File: src/rtl/qemu_rd_arb.sv
// qemu_rd_arb
// Round-robin arbiter and sequencer for the single host read-request channel.
// NREQ read engines compete for the host port. One request is granted and
// forwarded to the host, and its returned beats are routed back to the owner.
// Only one host read is outstanding at a time. A burst that stalls on the host
// side for TMO cycles is closed with a single SLVERR beat.
//
// Ports
//   i_clk, i_rst_n            clock, synchronous active-low reset
//   i_req_*, o_req_ready      packed per-requester request channel, one-hot accept
//   o_h_*, i_h_ready          host request (latched fields, owner index in o_h_src)
//   i_h_rvalid/rdata, o_h_rready  host read-data channel
//   o_rvalid/rdata/rresp/rlast, i_rready  per-requester read-data channel
//   o_busy                    block is not idle
//   o_stray                   pulse per host beat discarded while idle
module qemu_rd_arb #(
    parameter int NREQ = 2,
    parameter int TAGW = 3,
    parameter int ADRW = 64,
    parameter int DATW = 512,
    parameter int TMOW = 16,
    parameter int TMO  = 1000,
    parameter int SRCW = (NREQ > 1) ? $clog2(NREQ) : 1
) (
    input  logic                 i_clk,
    input  logic                 i_rst_n,
    input  logic [NREQ-1:0]      i_req_valid,
    output logic [NREQ-1:0]      o_req_ready,
    input  logic [NREQ*ADRW-1:0] i_req_addr,
    input  logic [NREQ*8-1:0]    i_req_len,
    input  logic [NREQ*3-1:0]    i_req_size,
    input  logic [NREQ*TAGW-1:0] i_req_id,
    output logic                 o_h_valid,
    input  logic                 i_h_ready,
    output logic [ADRW-1:0]      o_h_addr,
    output logic [7:0]           o_h_len,
    output logic [2:0]           o_h_size,
    output logic [TAGW-1:0]      o_h_id,
    output logic [SRCW-1:0]      o_h_src,
    input  logic                 i_h_rvalid,
    input  logic [DATW-1:0]      i_h_rdata,
    output logic                 o_h_rready,
    output logic [NREQ-1:0]      o_rvalid,
    output logic [DATW-1:0]      o_rdata,
    output logic [1:0]           o_rresp,
    output logic                 o_rlast,
    input  logic [NREQ-1:0]      i_rready,
    output logic                 o_busy,
    output logic                 o_stray
);

    localparam logic [1:0] ST_IDLE  = 2'd0;
    localparam logic [1:0] ST_ISSUE = 2'd1;
    localparam logic [1:0] ST_DATA  = 2'd2;
    localparam logic [1:0] ST_ERR   = 2'd3;

    localparam logic [TMOW-1:0] TMO_LAST = TMOW'(TMO - 1);
    localparam logic [SRCW-1:0] PTR_RST  = SRCW'(NREQ - 1);
    localparam logic [NREQ-1:0] ONE_HOT0 = NREQ'(1);

    logic [1:0]      state_q, state_d;
    logic [SRCW-1:0] ptr_q,   ptr_d;
    logic [SRCW-1:0] src_q,   src_d;
    logic [ADRW-1:0] addr_q,  addr_d;
    logic [7:0]      len_q,   len_d;
    logic [2:0]      size_q,  size_d;
    logic [TAGW-1:0] id_q,    id_d;
    logic [7:0]      cnt_q,   cnt_d;
    logic [TMOW-1:0] tmr_q,   tmr_d;

    logic [SRCW-1:0] win;
    logic            win_found;
    logic            beat_hs;

    // Rotating priority search starting just after the last winner. Walking
    // the offsets from farthest to nearest lets the nearest valid requester
    // overwrite any earlier candidate.
    always_comb begin
        win       = '0;
        win_found = 1'b0;
        for (int i = NREQ; i >= 1; i--) begin
            if (i_req_valid[SRCW'((int'(ptr_q) + i) % NREQ)]) begin
                win       = SRCW'((int'(ptr_q) + i) % NREQ);
                win_found = 1'b1;
            end
        end
    end

    assign beat_hs = (state_q == ST_DATA) && i_h_rvalid && i_rready[src_q];

    always_comb begin
        state_d = state_q;
        ptr_d   = ptr_q;
        src_d   = src_q;
        addr_d  = addr_q;
        len_d   = len_q;
        size_d  = size_q;
        id_d    = id_q;
        cnt_d   = cnt_q;
        tmr_d   = tmr_q;
        case (state_q)
            ST_IDLE: begin
                if (win_found) begin
                    state_d = ST_ISSUE;
                    ptr_d   = win;
                    src_d   = win;
                    addr_d  = i_req_addr[int'(win)*ADRW +: ADRW];
                    len_d   = i_req_len[int'(win)*8 +: 8];
                    size_d  = i_req_size[int'(win)*3 +: 3];
                    id_d    = i_req_id[int'(win)*TAGW +: TAGW];
                    cnt_d   = '0;
                    tmr_d   = '0;
                end
            end
            ST_ISSUE: begin
                if (i_h_ready) begin
                    state_d = ST_DATA;
                end
            end
            ST_DATA: begin
                // A beat held back by the requester freezes the timer: only a
                // silent host counts towards the timeout.
                if (beat_hs) begin
                    cnt_d = cnt_q + 8'd1;
                    tmr_d = '0;
                    if (cnt_q == len_q) begin
                        state_d = ST_IDLE;
                    end
                end else if (!i_h_rvalid) begin
                    if (tmr_q == TMO_LAST) begin
                        state_d = ST_ERR;
                    end else begin
                        tmr_d = tmr_q + TMOW'(1);
                    end
                end
            end
            ST_ERR: begin
                if (i_rready[src_q]) begin
                    state_d = ST_IDLE;
                end
            end
            default: state_d = ST_IDLE;
        endcase
    end

    always_ff @(posedge i_clk) begin
        if (!i_rst_n) begin
            state_q <= ST_IDLE;
            ptr_q   <= PTR_RST;
            src_q   <= '0;
            addr_q  <= '0;
            len_q   <= '0;
            size_q  <= '0;
            id_q    <= '0;
            cnt_q   <= '0;
            tmr_q   <= '0;
        end else begin
            state_q <= state_d;
            ptr_q   <= ptr_d;
            src_q   <= src_d;
            addr_q  <= addr_d;
            len_q   <= len_d;
            size_q  <= size_d;
            id_q    <= id_d;
            cnt_q   <= cnt_d;
            tmr_q   <= tmr_d;
        end
    end

    // The idle state keeps the host data channel drained so that beats from
    // an abandoned burst cannot block the host; they are flagged as stray.
    always_comb begin
        o_req_ready = '0;
        o_h_rready  = 1'b0;
        o_rvalid    = '0;
        o_rdata     = '0;
        o_rresp     = 2'b00;
        o_rlast     = 1'b0;
        o_stray     = 1'b0;
        case (state_q)
            ST_IDLE: begin
                o_h_rready = 1'b1;
                o_stray    = i_h_rvalid;
                if (win_found) begin
                    o_req_ready = ONE_HOT0 << win;
                end
            end
            ST_DATA: begin
                o_rvalid[src_q] = i_h_rvalid;
                o_rdata         = i_h_rdata;
                o_rlast         = (cnt_q == len_q);
                o_h_rready      = i_rready[src_q];
            end
            ST_ERR: begin
                o_rvalid[src_q] = 1'b1;
                o_rresp         = 2'b10;
                o_rlast         = 1'b1;
            end
            default: ;
        endcase
    end

    assign o_h_valid = (state_q == ST_ISSUE);
    assign o_h_addr  = addr_q;
    assign o_h_len   = len_q;
    assign o_h_size  = size_q;
    assign o_h_id    = id_q;
    assign o_h_src   = src_q;
    assign o_busy    = (state_q != ST_IDLE);

endmodule
File: config.mk
export PLATFORM = sky130hd
export DESIGN_NAME = qemu_rd_arb
export DESIGN_NICKNAME = d
export VERILOG_FILES = /design/src/rtl/qemu_rd_arb.sv
export SDC_FILE = /design/constraint.sdc
export NUM_CORES = 1
export LEC_CHECK = 0
export ABC_CLOCK_PERIOD_IN_PS = 4800
export BUFFER_PORTS_ARGS = -buffer_cell sky130_fd_sc_hd__buf_2
export CAP_MARGIN = 20
export CORE_AREA = 5 5 496 498
export CTS_BUF_LIST = sky130_fd_sc_hd__clkbuf_8
export DETAILED_ROUTE_END_ITERATION = 6
export DIE_AREA = 0 0 501 503
export PLACE_DENSITY = 0.3
export RECOVER_POWER = 25
export SYNTH_ARGS = -nofsm -noshare
export SYNTH_HDL_FRONTEND = slang
export SYNTH_SLANG_ARGS = --single-unit
File: constraint.sdc
create_clock -name i_clk -period 4.8 [get_ports i_clk]
set_input_delay 0.96 -clock i_clk [delete_from_list [all_inputs] [get_ports i_clk]]
set_output_delay 0.96 -clock i_clk [all_outputs]
set_load 0.02 [all_outputs]
# After elaboration in Yosys (flattened, before gate mapping)
# Index checks and enable logic that the tools add are counted.
# totals
regBits	106
latchBits	0
mem_bits_rw	0
rom_bits	0
input_bits	676
mem_count	0
# classes
addsub	4
multipliers	1
n_div	0
magnitude_cmp	4
eq_ne	13
n_shift	5
n_mux	36
bitwise	1
reduce_logical	10
# op_table
op	n
$mux 512	1
$shiftx 128x8->64	1
$mux 16	4
$pmux 16 s2	1
$shiftx 6x32->3	1
$mux 2	10
$add 16x1->16 const B	1
$eq 16x10->1 const B	1
$mux 8	2
$pmux 8 s2	1
$shiftx 16x5->8	1
$mux 1	12
$add 8x1->8 const B	1
$eq 8x8->1	1
$pmux 2 s4	1
$lt 1x3->1 const B	2
$ne 2x2->1 const B	3
$ne 3x2->1 const B	2
$ne 3x3->1 const B	2
$reduce_and 6->1	1
$shiftx 6x4->3	1
$eq 2x2->1 const B	2
$pmux 1 s2	2
$pmux 2 s2	1
15 further kinds	19

# Longest topological paths before layout
# Gate-level depths: netlist of run 1.
# logic_depth
depth_word	9
ltp_mapped	6

# Worst setup path before layout of run 1
# OpenSTA, ideal clock, no wires.
# synth_timing
path_kind	input to output
startpoint	in i_req_valid[0]
endpoint	out o_req_ready[0]
arrival_ps	1933
slack_ps	1907
path_stages	3
path_buffers	1
path_cell_list	nor3b_1 -> clkbuf_1 -> and2_1
# synth_between
elab_chain_cells	7
elab_cells_between_ends	11
cone_classes	shift: 1; mux: 10
# synth_rtl
item	line	rtl
start: declaration	27	input logic [NREQ-1:0] i_req_valid,
$mux 1 (not written as such) (2 in series)	82	if (i_req_valid[SRCW'((int'(ptr_q) + i) % NREQ)]) begin
$mux 1 (2 in series)	82	
$shl 1x1->2	185	o_req_ready = ONE_HOT0 << win;
$mux 2 *	184	if (win_found) begin
$mux 2 *	180	case (state_q)
end: declaration	28	output logic [NREQ-1:0] o_req_ready,
# Every way passes the cells marked *; elsewhere a longest branch is shown, timed or not. The select of a mux whose other input is x is not followed.

# Worst setup path in the final report of run 1
# layout_timing
startpoint	reg state_q[1]
endpoint	out o_rdata[14]
# layout_between
elab_chain_cells	2
# layout_rtl
item	line	rtl
start: declaration	61	logic [1:0] state_q, state_d;
start signal: assignment	158	state_q <= state_d;
$eq 2x2->1	180	
$mux 512	180	
end: declaration	44	output logic [DATW-1:0] o_rdata,
# Every way passes these cells.

==> results of run 1 <==
final cells by class:
cell class / count / area [sq um] / area share, %
clock inverters: 6 / 57.6 / 0.303
repair buffers: 1303 / 6570 / 34.6
multi-input cells: 909 / 5850 / 30.8
well taps: 3202 / 4010 / 21.1
clock buffers: 10 / 138 / 0.726
diodes: 79 / 198 / 1.04
flip-flops and latches: 106 / 2130 / 11.2
inverters: 6 / 22.5 / 0.119
logic make-up after synthesis:
logic type	share of synthesized area (%)
AND/OR/NAND/NOR	47.7
AO/OA/AOI/OAI	10.7
flip-flops	25.4
buffers and inverters	4.62
multiplexers	9.59
XOR/XNOR	1.68
adder cells (fa/ha/maj)	0.299
other	0.0448
through the flow:
| stage | hold WS (ns) | cell area (sq um) | power (W) | utilization (%) |
|---|---|---|---|---|
| finish | 0.502 | 19000 | 0.00443 | 7.85 |
| global route | 0.521 | 18900 | 0.00475 | 7.82 |
| CTS | 0.505 | 18900 | 0.00460 | 7.82 |
| detailed placement | 0.481 | 18700 | 0.00396 | 7.74 |
| global placement | 0.484 | 18700 | 0.00397 | 7.74 |
| floorplan | 0.453 | 8360 | 0.00231 | - |
placed cells by master, fill, tap and decap left out, types with 5 or more instances in the layout:
cell type and n:
a211oi_1 83, a21oi_1 8, and2_1 514, buf_12 7, buf_2 1190, buf_4 20, clkbuf_1 85, clkbuf_8 10
dfxtp_1 105, diode_2 79, inv_1 6, mux2i_1 79, nand2_1 22, nand3_1 10, nand3b_1 5, nand4_1 6
nor2_1 102, nor3_1 8, o21ai_0 12, o21ai_1 5, or3_1 5, xnor2_1 13
state kept, by name, indices dropped and copies added (netlist names):
register / count
o_h_addr: 64
tmr_q: 16
cnt_q: 8
o_h_len: 8
o_h_id: 3
o_h_size: 3
state_q: 2
o_h_src: 1
ptr_q: 1
layer usage:
metal  GRT usage, %  part of all wire, %  vias to the layer above
li1               -                    -                     6189
met4           2.13                  2.1                       96
met1           12.2                   32                     6384
met3           10.7                   18                      344
met5           1.71                 0.54                        -
met2           21.8                   47                     1093
critical path: cells and delay by family, from the launching register on:
kind,cells,cell delay [ns]
buffers and inverters,3,0.87
DFF,1,0.68
and+or+nand+nor,2,1.04
report_power, final:
group	leakage (nW)	switching [W]	internal (W)
clock network	0.101	0.000384	0.000215
logic	8.38	0.00191	0.000846
registers	0.872	0.0000968	0.000980
total	9.35	0.00239	0.00204
final timing paths:
path,from,to,slack (ns),cells after the start
worst max-delay path,state_q[1],o_rdata[14],0.66,5
worst min-delay path,o_h_addr[58],o_h_addr[58],0.50,2
worst max register to register,state_q[0],cnt_q[4],0.80,6
worst min register to register,o_h_addr[58],o_h_addr[58],0.50,2
==> summary.md, run 1 <==
| Metric | Value |
|---|---|
| DP HPWL | `164,000 um` |
| Post-CTS Setup Bufs | `0` |
| First-pass GRT wire length | `around 200,000 um` |
| Req. time, crit path | `3.84 ns` |
| NumNets Final | `between 3k and 4k` |
| Initial Util | `approximately 3.5%` |
| Worst Path Max Fanout | `between 80 and 90` |
| Fmax | `roughly 240 MHz` |
| Most used DFF post-synth | `dfxtp_1` |
| CTS resizes | `0` |
| Worst Max-Slew Pin Slew | `between 3 and 4 ns` |
| Syn-to-layout area delta | `127%` |
| Setup TNS | `0 ns` |
| Final wirelength | `about 170,000 um` |
| Die ar. | `between 200,000 and 300,000 sq um` |
| Final cell count without fillers | `5,621` |
| Leading cell types by count after synthesis | `and2_1, dfxtp_1, nor2_1` |
| CTS Buffer Depth | `2` |
| Antenna violations before repair | `210` |
| Final setup fails | `0` |
| Clock transition at path regs | `approximately 0.13 ns` |
| FF+latch count, synth | `106` |
| Crit Path Class | `reg2out` |
| Placed cells | `approximately 5.5k` |
| Netlist Area Pre-Place | `approximately 8400 sq um` |
| RSZ-0062 raised after global routing | `no` |
| Overall routing resource usage | `12.9%` |
| Clock Latency Late Sink | `0.44 ns` |
| Clock sinks | `106` |
| Slew Limit Fails | `between 150 and 200` |
| Synth Area per Inst | `between 7 and 8 sq um` |
| Synthesized instance count | `around 1.1k` |
| Final min period | `just over 4 ns` |
| GRT Residual Overflow | `0` |
| Violated checks | `capacitance limit, slew limit` |
| Cell mode on critical path | `buf_12` |
| Max-slew headroom | `-111%` |
| EDFF count, synth | `0` |
| Largest net degree at the start of global routing | `159` |
| Async set-reset flop share out of synthesis | `0%` |
| Biggest area consumer among synthesized cells | `and2_1` |
| Layout cell share with drive strength beyond 1 | `53.1%` |
| Vias | `14.1k` |
| Sequential area share after synthesis | `between 20% and 30%` |
| CTS tree | `built` |
| Vias in the first global route | `approximately 14k` |
| Synthesis Warnings | `0` |
| Area contributors post-synth | `and2_1, dfxtp_1, mux2i_1` |
| # port buffers | `~1.3k` |
| Fillers | `approximately 29k` |
| DP Worst Slack | `around 1.1 ns` |
| P_leak | `9.35 nW` |
| Status | `finished with violations` |
| CP endpoint kind | `output pin` |
| Wire length per cell | `30.9 um` |
| Critical path cell sequence | `nor2b_4 > buf_12 > buf_12 > and2_1 > buf_2` |
| Count leader, synth | `and2_1` |
| Max cap viols | `1` |
| H-tree depth | `3` |
| Row cnt | `between 150 and 200` |
| Total CTS buffers | `9` |
| Critical path arrival | `about 3.2 ns` |
| Core area | `around 240,000 sq um` |
| Post-synth net total | `about 1.8k` |
| Library cells used by synthesis | `47` |
| DRC viols | `0` |
| Max rail drop VDD | `0.000113 V` |
| Initial DRC count | `between 600 and 700` |
| Clock skew | `~0.022 ns` |
| Pwr dens | `between 200 and 250 nW/um^2` |
| Height of the die | `503 um` |
| Fin crit share | `between 80% and 90%` |
| Hold Path Class | `reg2reg` |
| First-pass DRT Iterations | `5` |
| Vias per cell | `about 2.5` |
| Clk root buf | `clkbuf_8` |
| Startpoint Class | `flop` |
| Final hold violation count | `0` |
| Slowest stage delay, CP | `around 0.90 ns` |
| Slowest stage cell, crit path | `nor2b_4` |
| GPL Wtd Cong | `between 0.9 and 1` |
| Hold Buf Count CTS | `0` |
| Worst Setup Slack, final | `0.662 ns` |
| # IOs | `roughly 1.3k` |
| Die W | `roughly 500 um` |
| Post-route ant nets | `0` |
| Yosys top cell area share | `between 30% and 40%` |
No activity file was read; power rests on OpenSTA's default activity.
==> run 2, diff against run 1 <==
==> constraint.sdc (replaced) <==
create_clock -name i_clk -period 4.8 [get_ports i_clk]
set_input_delay 0.96 -clock i_clk [delete_from_list [all_inputs] [get_ports i_clk]]
set_output_delay 0.96 -clock i_clk [all_outputs]
set_load 0.01 [all_outputs]
==> run 2 against run 1 <==
Net effect:
- via count fell by 2.1%
- the run still ends with capacitance limit, slew limit left
- hold slack improved by 0.0013 ns
- largest power group unchanged
- register-to-register slack got worse by 0.03 ns
- first-iteration DRC count fell by 8.1%
- sequential share of layout area barely moved
- critical endpoint is now o_req_ready[0]
- total power fell by 7.2%
- cell count fell by 0.75%
==> summary.md, run 2 (synthesis gave the netlist of run 1 again) <==
| Metric | Value |
|---|---|
| Core area | `242,000 sq um (unchanged)` |
| Final wirelength | `174,000 um (-0.13%)` |
| Total CTS buffers | `9 (unchanged)` |
| Overall routing resource usage | `13.0% (+0.017 points)` |
| Max-slew headroom | `-80.2% (+30 points)` |
| Hold Buf Count CTS | `0 (unchanged)` |
| Min Hold Slack | `0.503 ns (+0.00127 ns)` |
| RSZ-0062 raised after global routing | `no` |
| CTS Buffer Depth | `2 (unchanged)` |
| Pwr dens | `218 nW/um^2 (-6.7%)` |
| Violated checks | `capacitance limit, slew limit` |
| Wire length per cell | `31.1 um (+0.62%)` |
| Final min period | `4.09 ns (-0.0472 ns)` |
| Max rail drop VDD | `0.000167 V (+47%)` |
| Max reg flops | `64 (unchanged)` |
| Fmax | `244 MHz (+1.2%)` |
| Fillers | `28.7k (+0.23%)` |
| Crit Path Class | `reg2out` |
| NumNets Final | `3,010 (-0.10%)` |
| Clock transition at path regs | `0.12 ns (about the same)` |
| Vias per cell | `2.48 (-1.3%)` |
| Antenna violations before repair | `185 (-12%)` |
| Slowest stage cell, crit path | `dfxtp_1` |
| WL met1 | `55,000 um (-1.3%)` |
| Startpoint Class | `flop` |
| Fin crit share | `85.2% (-0.98 points)` |
| DRC viols | `0 (unchanged)` |
| Clk root buf | `clkbuf_8` |
| Hold Path Class | `reg2reg` |
| CTS tree | `built` |
| # port buffers | `1,275 (unchanged)` |
| Die ar. | `252,000 sq um (unchanged)` |
| Total power draw | `0.00411 W (-7.2%)` |
| Placed cells | `5,523 (-0.054%)` |
| Post-route ant nets | `0 (unchanged)` |
| Post-CTS Setup Bufs | `0 (unchanged)` |
| Slew Limit Fails | `47 (-70%)` |
| Clock sinks | `106 (unchanged)` |
| Commonest cells after routing, fill and taps aside | `buf_2, and2_1, dfxtp_1` |
| Die W | `501 um (unchanged)` |
| Critical path arrival | `3.13 ns (-0.05 ns)` |
| First-pass GRT wire length | `200,000 um (+0.26%)` |
| Max cap viols | `1 (unchanged)` |
| Vias in the first global route | `13.7k (+0.94%)` |
| Syn-to-layout area delta | `126%` |
| Final hold violation count | `0 (unchanged)` |
| # IOs | `1,278 (unchanged)` |
| Met2 Wirelength | `82,200 um (+0.52%)` |
| Largest net degree at the start of global routing | `159 (unchanged)` |
| Final setup fails | `0 (unchanged)` |
| CTS resizes | `0 (unchanged)` |
| DP HPWL | `164,000 um (about the same)` |
| Worst Path Max Fanout | `46 (-44%)` |
| Req. time, crit path | `3.84 ns (about the same)` |
| Worst path bufs/invs | `1 (-2)` |
| Status | `finished with violations` |
| P_leak | `9.34 nW (-0.12%)` |
| CP delay by family, top | `flip-flops` |
| Clock Latency Late Sink | `0.44 ns (about the same)` |
| Slowest stage delay, CP | `2.12 ns (+1.22 ns)` |
| Layout cell share with drive strength beyond 1 | `53.0% (-0.060 points)` |
| GPL Wtd Cong | `0.948 (+2.6%)` |
| Worst Max-Slew Pin Slew | `2.70 ns (-0.455 ns)` |
| Initial DRC count | `611 (-8.1%)` |
| Setup TNS | `0 ns (unchanged)` |
| GRT Residual Overflow | `0 (unchanged)` |
| CP endpoint kind | `output pin` |
| Final cell count without fillers | `5,579 (-0.75%)` |
| Top Layer Used | `met5` |
| Metal3 WL | `32,600 um (+2.6%)` |
| Height of the die | `503 um (unchanged)` |
| Row cnt | `181 (unchanged)` |
| H-tree depth | `3 (unchanged)` |
| Critical path cell sequence | `and2_1 > buf_2` |
| Clock skew | `0.0192 ns (-0.00327 ns)` |
| Most common cell after layout, fill and taps aside | `buf_2` |
| First-pass DRT Iterations | `5 (unchanged)` |
| Vias | `13.8k (-2.1%)` |
| Initial Util | `3.46% (unchanged)` |
[run 2: report_power, final]
part / leakage [nW] / total [W] / switching (W) / internal, W
Clock: 0.103 / 0.000633 / 0.000383 / 0.000250
Sequential: 0.872 / 0.00108 / 0.0000962 / 0.000979
Combinational: 8.37 / 0.00240 / 0.00157 / 0.000837
[run 2: path summary, 6_finish.rpt]
check | cells after the start | to | from | slack [ns]
setup / recovery | 2 | o_req_ready[0] | ptr_q | 0.71
hold / removal | 2 | o_h_addr[6] | o_h_addr[6] | 0.50
setup reg to reg | 3 | o_h_size[2] | ptr_q | 0.77
hold reg to reg | 2 | o_h_addr[6] | o_h_addr[6] | 0.50
[run 2: layout make-up]
class | count | area (sq um) | area share [%]
sequential | 106 | 2120 | 11.2
clock inverter | 7 | 83.8 | 0.444
timing repair buffer | 1300 | 6560 | 34.8
antenna | 40 | 100 | 0.531
tap | 3202 | 4010 | 21.2
clock buffer | 9 | 124 | 0.657
inverter | 6 | 22.5 | 0.119
multi-input combinational | 909 | 5850 | 31.0
[run 2: routing by layer]
metal / GRT usage, % / up-vias
met5: 0.133 / -
met4: 1.42 / 108
met3: 11.1 / 310
met2: 22.2 / 1012
met1: 12.1 / 6250
li1: - / 6132
[run 2: through the flow]
step / utilization, % / setup slack (ns) / instance area (sq um)
after floorplan: - / 1.97 / 8360
final: 7.81 / 0.709 / 18900
after detailed placement: 7.73 / 1.09 / 18700
after global routing: 7.79 / 0.399 / 18800
after CTS: 7.82 / 0.531 / 18900
after global placement: 7.73 / 1.08 / 18700
[run 2: worst min-delay path, cell delays in order (launching register included)]
cell and delay [ns]:
dfxtp_1 0.33, nor2_1 0.09, a211oi_1 0.05
